==> config.mk <==
export PLATFORM = sky130hd
export DESIGN_NAME = sat_counter
export DESIGN_NICKNAME = d
export VERILOG_FILES = /design/src/rtl/jk_ff_checker_sat_counter.sv
export SDC_FILE = /design/constraint.sdc
export NUM_CORES = 1
export LEC_CHECK = 0
export CAP_MARGIN = 20
export CELL_PAD_IN_SITES_DETAIL_PLACEMENT = 1
export CELL_PAD_IN_SITES_GLOBAL_PLACEMENT = 2
export CORE_MARGIN = 1
export CORE_UTILIZATION = 27
export CTS_BUF_LIST = sky130_fd_sc_hd__clkbuf_4 sky130_fd_sc_hd__clkbuf_8 sky130_fd_sc_hd__clkbuf_16
export DETAILED_ROUTE_END_ITERATION = 8
export MAX_ROUTING_LAYER = met4
export PLACE_DENSITY = 0.78
export SETUP_SLACK_MARGIN = 0.02
export SLEW_MARGIN = 20
export SYNTH_ARGS = -nofsm -noshare
export SYNTH_HDL_FRONTEND = slang
export SYNTH_SLANG_ARGS = --single-unit
export TNS_END_PERCENT = 5
==> constraint.sdc <==
create_clock -name clk -period 1.9 [get_ports clk]
set_input_delay 0.285 -clock clk [delete_from_list [all_inputs] [get_ports clk]]
set_output_delay 0.285 -clock clk [all_outputs]
set_load 0.02 [all_outputs]
==> src/rtl/jk_ff_checker_sat_counter.sv <==
// Saturating up-counter with synchronous clear.
//   clk, rst_n : clock, async active-low reset
//   inc        : count one event this cycle
//   clear      : synchronous clear (wins over inc)
//   cnt        : current count, holds at all-ones
module sat_counter #(
  parameter int unsigned W = 8
) (
  input  logic         clk,
  input  logic         rst_n,
  input  logic         inc,
  input  logic         clear,
  output logic [W-1:0] cnt
);

  logic [W-1:0] cnt_q;
  logic [W-1:0] cnt_d;

  // Next count: clear, else increment unless already saturated.
  always_comb begin
    cnt_d = cnt_q;
    if (clear) begin
      cnt_d = '0;
    end else if (inc && (cnt_q != {W{1'b1}})) begin
      cnt_d = cnt_q + W'(1);
    end
  end

  always_ff @(posedge clk or negedge rst_n) begin
    if (!rst_n) begin
      cnt_q <= '0;
    end else begin
      cnt_q <= cnt_d;
    end
  end

  assign cnt = cnt_q;

endmodule

==> run summary, run 1 <==
* done — CTS tree
* 1890 um^2 — area of the die
* 72.5% — headroom to the max-slew limit
* sky130_fd_sc_hd__dfrtp_1 — Max stage delay cell, worst path
* 37.3% — clock power share
* 50.2% — Seq pwr share
* 28 — Cell variety after synth
* 4 — detailed-routing iteration count for the pre-antenna-repair pass
* 464 um^2 — Cell Area, Synth
* 0.06 ns — clock transition time at the flip-flop clock pins of the worst setup and hold paths
* 5.39 — number of vias per cell after detailed routing
* 0.249 nW — LEAKAGE
* 1.82 ns — WP data arrival
* 43.5 um — Horiz. Die Dim
* 3 — cts bufs inserted
* 43.1% — Yosys top cell area share
* flop — Setup crit start kind
* sky130_fd_sc_hd__dfrtp_1 43%, sky130_fd_sc_hd__mux2_2 4.9%, sky130_fd_sc_hd__nor3_1 4.3% — largest cells by area after synthesis
* 8 — clock sink count
* 0 ns — Setup Total Neg Slack
* 0.26 ns — clock latency of the later-clocked register in the worst-skew pair
* 0 — critical path buffer and inverter count
* 14.4 um — Wirelength per Cell
* 2 — maximum buffer depth of the clock tree
* 6 — maximum fanout along the worst path
* 1140 um — Detailed Route WL
* 594 MHz — maximum frequency from static timing analysis
* 426 — vias post-DR
* sky130_fd_sc_hd__clkbuf_4 — root buffer cell
* 12 — count of pins on the block boundary
* 88.6% — period utilization
* 11 x sky130_fd_sc_hd__clkdlybuf4s50_1, 8 x sky130_fd_sc_hd__dfrtp_1, 4 x sky130_fd_sc_hd__nor3_1 — most used cells in the layout excluding fill and tap cells
* 70 — count of nets after finishing
* 25.4% — switch share
* 1 — Max H-tree Level
* 9.47 um^2 — average cell area after synthesis
* 0 — remaining antenna violation count
* 29.8% — Starting Density
* 0.411 ns — Worst Max-Slew Pin Slew
* 4 — stages on the worst setup path
* 43.1% — proportion of synthesized chip area in sequential cells
* 0 — diodes inserted
* 248 um^2 — area used by multi-input combinational logic
* 310 uV — largest vdd supply drop
* 1.68 ns — final period demand of the worst path
* 91.8 uW — switching pwr
* 49 — gate count after technology mapping
* 0 — final count of hold timing violations
* 0 — final count of pins violating max slew
* input pin to asynchronous set/reset pin — path category of the worst min-delay check
* ha_1 -> and4_2 -> a21boi_1 -> mux2_2 — critical path cell sequence
* 410 — number of global-route vias before repair
* 0 — number of maximum-capacitance constraint violations
* 580 nW/um^2 — Power Dens Cells
* 0 — Setup-failing EPs final
* no — setup repair after global routing missed its margin
* 14.3% — layout cell share with drive strength beyond 1
* 0 — remaining global-route overflow
* 1560 um^2 — area inside the core boundary
* flop — category of the worst setup path capture point
* 3 — Initial DRC Count
* 361 uW — power consumption
* 0 — antenna violations before repair
* 11 — Port-buffer cells
* 15.4% — global-route usage over all layers
* flip-flops — Worst path top cell family by delay
* 0 — post-CTS repair timing setup buffer count
* flop to flop — path type of the worst setup path
* 269 uW — P_int
* 0 — Hold-fix buffers, CTS
* 8 — number of flip-flops and latches in the synthesized netlist
* 2.04 ns — required time at the worst-slack endpoint
* 0 — count of unresolved DRC violations after routing
* 43.5 um — die height
* 0 — synth warn
* 8 — number of flip-flops in the largest register
* 12 — largest net degree at the start of global routing
* 815 um — sum of net half-perimeters after detailed placement
* 2010 um — wire length of the first global-routing pass
* sky130_fd_sc_hd__dfrtp_1 — largest area contributor in the synthesized netlist
* 0.44 ns — maximum single-stage delay on the critical path
* complete, no violations — result of the run
* 0.740 — Placer Congestion
* sky130_fd_sc_hd__clkdlybuf4s50_1 — most common cell after layout, fill and taps aside
* 200 um^2 — area of all sequential standard cells
* 4 — worst reg-to-reg path cell count
* 12.5% — fraction of power consumed by combinational cells
* 0 — CTS-repair resized insts
* 0.00385 ns — Fin Clk Skew
* 14 — number of core rows
* 34.2% — area grow syn2layout
* 191 — number of filler instances in the final layout
* 54 — Post-Synthesis Net Count
## worst paths after layout
path / slack [ns] / startpoint / end
min reg2reg: 0.59 / cnt[7]$_DFFE_PN0P_ / cnt[7]$_DFFE_PN0P_
min: 0.32 / rst_n / cnt[3]$_DFFE_PN0P_
max: 0.22 / cnt[0]$_DFFE_PN0P_ / cnt[0]$_DFFE_PN0P_
min in group clk: 0.59 / cnt[7]$_DFFE_PN0P_ / cnt[7]$_DFFE_PN0P_
max reg2reg: 0.22 / cnt[0]$_DFFE_PN0P_ / cnt[0]$_DFFE_PN0P_
max in group asynchronous: 1.29 / rst_n / cnt[5]$_DFFE_PN0P_
## cell usage after synthesis, drive strengths merged
library cell,count
a31oi,1
nor4,1
buf,1
a21oi,3
and4,2
clkbuf,1
nand2,2
and3,1
inv,2
ha,1
a211oi,1
a21boi,1
dfrtp,8
nor2b,3
nand3,3
or3,1
nand2b,3
nor2,2
o21ai,1
mux2i,1
nor3,4
mux2,2
nand4,1
a2111oi,1
a41oi,1
nor3b,1
## metrics by stage
step	hold slack, ns	area, um^2	instances	worst slack (ns)	util (%)
finish	0.323	623	79	0.217	40.0
global route	0.362	623	79	0.126	40.0
CTS	0.330	623	79	0.210	40.0
detailed placement	0.588	601	76	0.221	38.5
global placement	0.574	601	76	0.233	38.5
floorplan	-0.0106	464	49	0.209	-
## power groups by stage
| stage | logic, mW | clock network (mW) | registers [mW] |
|---|---|---|---|
| 2_1_floorplan | 0.0174 | 0 | 0.188 |
| 3_3_place_gp | 0.0455 | 0 | 0.184 |
| 3_5_place_dp | 0.0456 | 0 | 0.184 |
| 4_1_cts | 0.0458 | 0.141 | 0.181 |
| 5_1_grt | 0.0495 | 0.150 | 0.182 |
| 6_report | 0.0453 | 0.135 | 0.181 |
## cell families (layout without fill, tap and decap cells)
kind of cell               after synthesis  in the layout  synth area share [%]
and+or+nand+nor                         24             24                  31.0
buffers and inverters                    4             18                  3.50
muxes                                    3              3                  7.01
DFF                                      8              8                  43.1
AOI/OAI and AO/OA                        9              9                  12.7
adders and majority gates                1              1                  2.69
## routing by layer
metal | global-route usage, % | vias to the layer above | wire [um]
met2 | 20.3 | 10 | 483
met3 | 3.75 | 2 | 40
li1 | - | 211 | -
met4 | 9.38 | 0 | 12
met5 | - | - | 0
met1 | 21.0 | 203 | 605
## cell type report
cell class	count	share of cell area [%]
Inverter	2	1.20
Sequential cell	8	32.1
Timing Repair Buffer	13	20.1
Multi-Input combinational cell	37	39.8
Clock buffer	3	3.61
Tap cell	16	3.21
## worst reg2reg max path, stage by stage (launching register included)
cell,delay (ns)
sky130_fd_sc_hd__dfrtp_1,0.44
sky130_fd_sc_hd__ha_1,0.24
sky130_fd_sc_hd__and4_2,0.26
sky130_fd_sc_hd__a21boi_1,0.26
sky130_fd_sc_hd__mux2_2,0.37
(Power assumes the default switching activity.)
==> run 2: changes to the inputs <==
--- a/config.mk
+++ b/config.mk
@@ -10,7 +10,7 @@
 export CELL_PAD_IN_SITES_GLOBAL_PLACEMENT = 2
 export CORE_MARGIN = 1
 export CORE_UTILIZATION = 27
-export CTS_BUF_LIST = sky130_fd_sc_hd__clkbuf_4 sky130_fd_sc_hd__clkbuf_8 sky130_fd_sc_hd__clkbuf_16
+export CTS_BUF_LIST = sky130_fd_sc_hd__clkbuf_16
 export DETAILED_ROUTE_END_ITERATION = 8
 export MAX_ROUTING_LAYER = met4
 export PLACE_DENSITY = 0.78
==> run 2 against run 1 <==
Critical path depth unchanged. Combinational power about the same. Global-route usage up 0.81 points. Register-to-register slack about the same. Sequential power about the same. Power up 61%. Final cell count unchanged. Clock power rose to 2.6 times the previous value. Setup slack better by 0.0012 ns. Worst hold slack better by 0.028 ns. Clock skew down 0.0026 ns. Routed wire length up 1.4%. Largest power group is now clock.
==> run summary, run 2 (synthesis gave the netlist of run 1 again) <==
* 1560 um^2 — area inside the core boundary
* 0 — Hold-fix buffers, CTS
* 0.405 ns — Worst Max-Slew Pin Slew
* 79 — final std cells w/o fill
* 31.2% — Seq pwr share
* 19.5% — switch share
* complete, no violations — result of the run
* 2 — maximum buffer depth of the clock tree
* 0.00120 ns — Fin Clk Skew
* 114 uW — switching pwr
* 0 — CTS-repair resized insts
* 469 uW — P_int
* 2130 um — wire length of the first global-routing pass
* 14 — number of core rows
* 815 um — sum of net half-perimeters after detailed placement
* 72.9% — headroom to the max-slew limit
* 6 — maximum fanout along the worst path
* 436 — number of global-route vias before repair
* 676 um^2 — Post-Layout Inst Area
* 8 — number of flip-flops in the largest register
* 0 — critical path buffer and inverter count
* 12 — count of pins on the block boundary
* 1890 um^2 — area of the die
* 863 nW/um^2 — Power Dens Cells
* 43.5 um — die height
* 0.42 ns — maximum single-stage delay on the critical path
* 0 — remaining antenna violation count
* 0 — count of unresolved DRC violations after routing
* 0 — final count of pins violating max slew
* 0.740 — Placer Congestion
* ha_1 -> and4_2 -> a21boi_1 -> mux2_2 — critical path cell sequence
* 0 — post-CTS repair timing setup buffer count
* done — CTS tree
* flip-flops — Worst path top cell family by delay
* 61.0% — clock power share
* 436 — vias post-DR
* 43.5 um — Horiz. Die Dim
* 601 um^2 — area post-placement
* 0 — diodes inserted
* flop to flop — path type of the worst setup path
* 0 — antenna violations before repair
* 461 uV — largest vdd supply drop
* 0 — Setup-failing EPs final
* 7.8% — fraction of power consumed by combinational cells
* 70 — count of nets after finishing
* 0.04 ns — clock transition time at the flip-flop clock pins of the worst setup and hold paths
* 0 ns — Setup Total Neg Slack
* 29.8% — Starting Density
* 0.23 ns — clock latency of the later-clocked register in the worst-skew pair
* 76 — # placed instances
* 12 — largest net degree at the start of global routing
* 14.3% — layout cell share with drive strength beyond 1
* 3 — detailed-routing iteration count for the pre-antenna-repair pass
* 8 — clock sink count
* 0 — remaining global-route overflow
* sky130_fd_sc_hd__clkdlybuf4s50_1 — most common cell after layout, fill and taps aside
* flop — Setup crit start kind
* 88.5% — period utilization
* sky130_fd_sc_hd__dfrtp_1 — Max stage delay cell, worst path
* 5.52 — number of vias per cell after detailed routing
* 0 — number of maximum-capacitance constraint violations
* 0.221 ns — post-placement worst setup slack
* 45.6% — area grow syn2layout
* 1.80 ns — WP data arrival
* 16.2% — global-route usage over all layers
* 1.68 ns — final period demand of the worst path
* 11 x sky130_fd_sc_hd__clkdlybuf4s50_1, 8 x sky130_fd_sc_hd__dfrtp_1, 4 x sky130_fd_sc_hd__nor3_1 — most used cells in the layout excluding fill and tap cells
* 3 — cts bufs inserted
* 595 MHz — maximum frequency from static timing analysis
* input pin to asynchronous set/reset pin — path category of the worst min-delay check
* 11 — Port-buffer cells
* flop — category of the worst setup path capture point
* 1 — Max H-tree Level
* 14.6 um — Wirelength per Cell
* 1160 um — Detailed Route WL
* 0.218 ns — final worst slack
* 583 uW — power consumption
* no — setup repair after global routing missed its margin
* sky130_fd_sc_hd__clkbuf_16 — root buffer cell
* 8 — Initial DRC Count
* 0 — final count of hold timing violations
* 2.01 ns — required time at the worst-slack endpoint
* 0.272 nW — LEAKAGE
## run 2: power groups by stage
stage                     clock (mW)  combinational (mW)  sequential, mW
after floorplan                    0              0.0174           0.188
after global placement             0              0.0455           0.184
after detailed placement           0              0.0456           0.184
after CTS                      0.364              0.0459           0.182
after global routing           0.370              0.0497           0.183
final                          0.356              0.0452           0.182
## run 2: cell type report
class / instances / area, um^2
Inverter: 2 / 7.51
Timing Repair Buffer: 13 / 125
Clock buffer: 3 / 75.1
Tap cell: 16 / 20.0
Fill cell: 189 / 883
Multi-Input combinational cell: 37 / 248
Sequential cell: 8 / 200
## run 2: final timing paths
kind	slack (ns)	endpoint	start	cells after the start
setup reg to reg	0.22	cnt[0]$_DFFE_PN0P_	cnt[0]$_DFFE_PN0P_	4
setup / recovery	0.22	cnt[0]$_DFFE_PN0P_	cnt[0]$_DFFE_PN0P_	4
hold / removal	0.35	cnt[3]$_DFFE_PN0P_	rst_n	1
max in group asynchronous	1.26	cnt[7]$_DFFE_PN0P_	rst_n	1
min in group clk	0.59	cnt[7]$_DFFE_PN0P_	cnt[7]$_DFFE_PN0P_	2
hold reg to reg	0.59	cnt[7]$_DFFE_PN0P_	cnt[7]$_DFFE_PN0P_	2
## run 2: routing by layer
layer / routed length [um] / global-route usage [%]
met5: 0 / -
met4: 38 / 9.38
met3: 46 / 3.75
met2: 493 / 22.1
met1: 579 / 21.8
## run 2: through the flow
stage | util [%] | hold WS (ns)
2_1_floorplan | - | -0.0106
4_1_cts | 43.3 | 0.363
6_report | 43.3 | 0.351
5_1_grt | 43.3 | 0.402
3_3_place_gp | 38.5 | 0.574
3_5_place_dp | 38.5 | 0.588
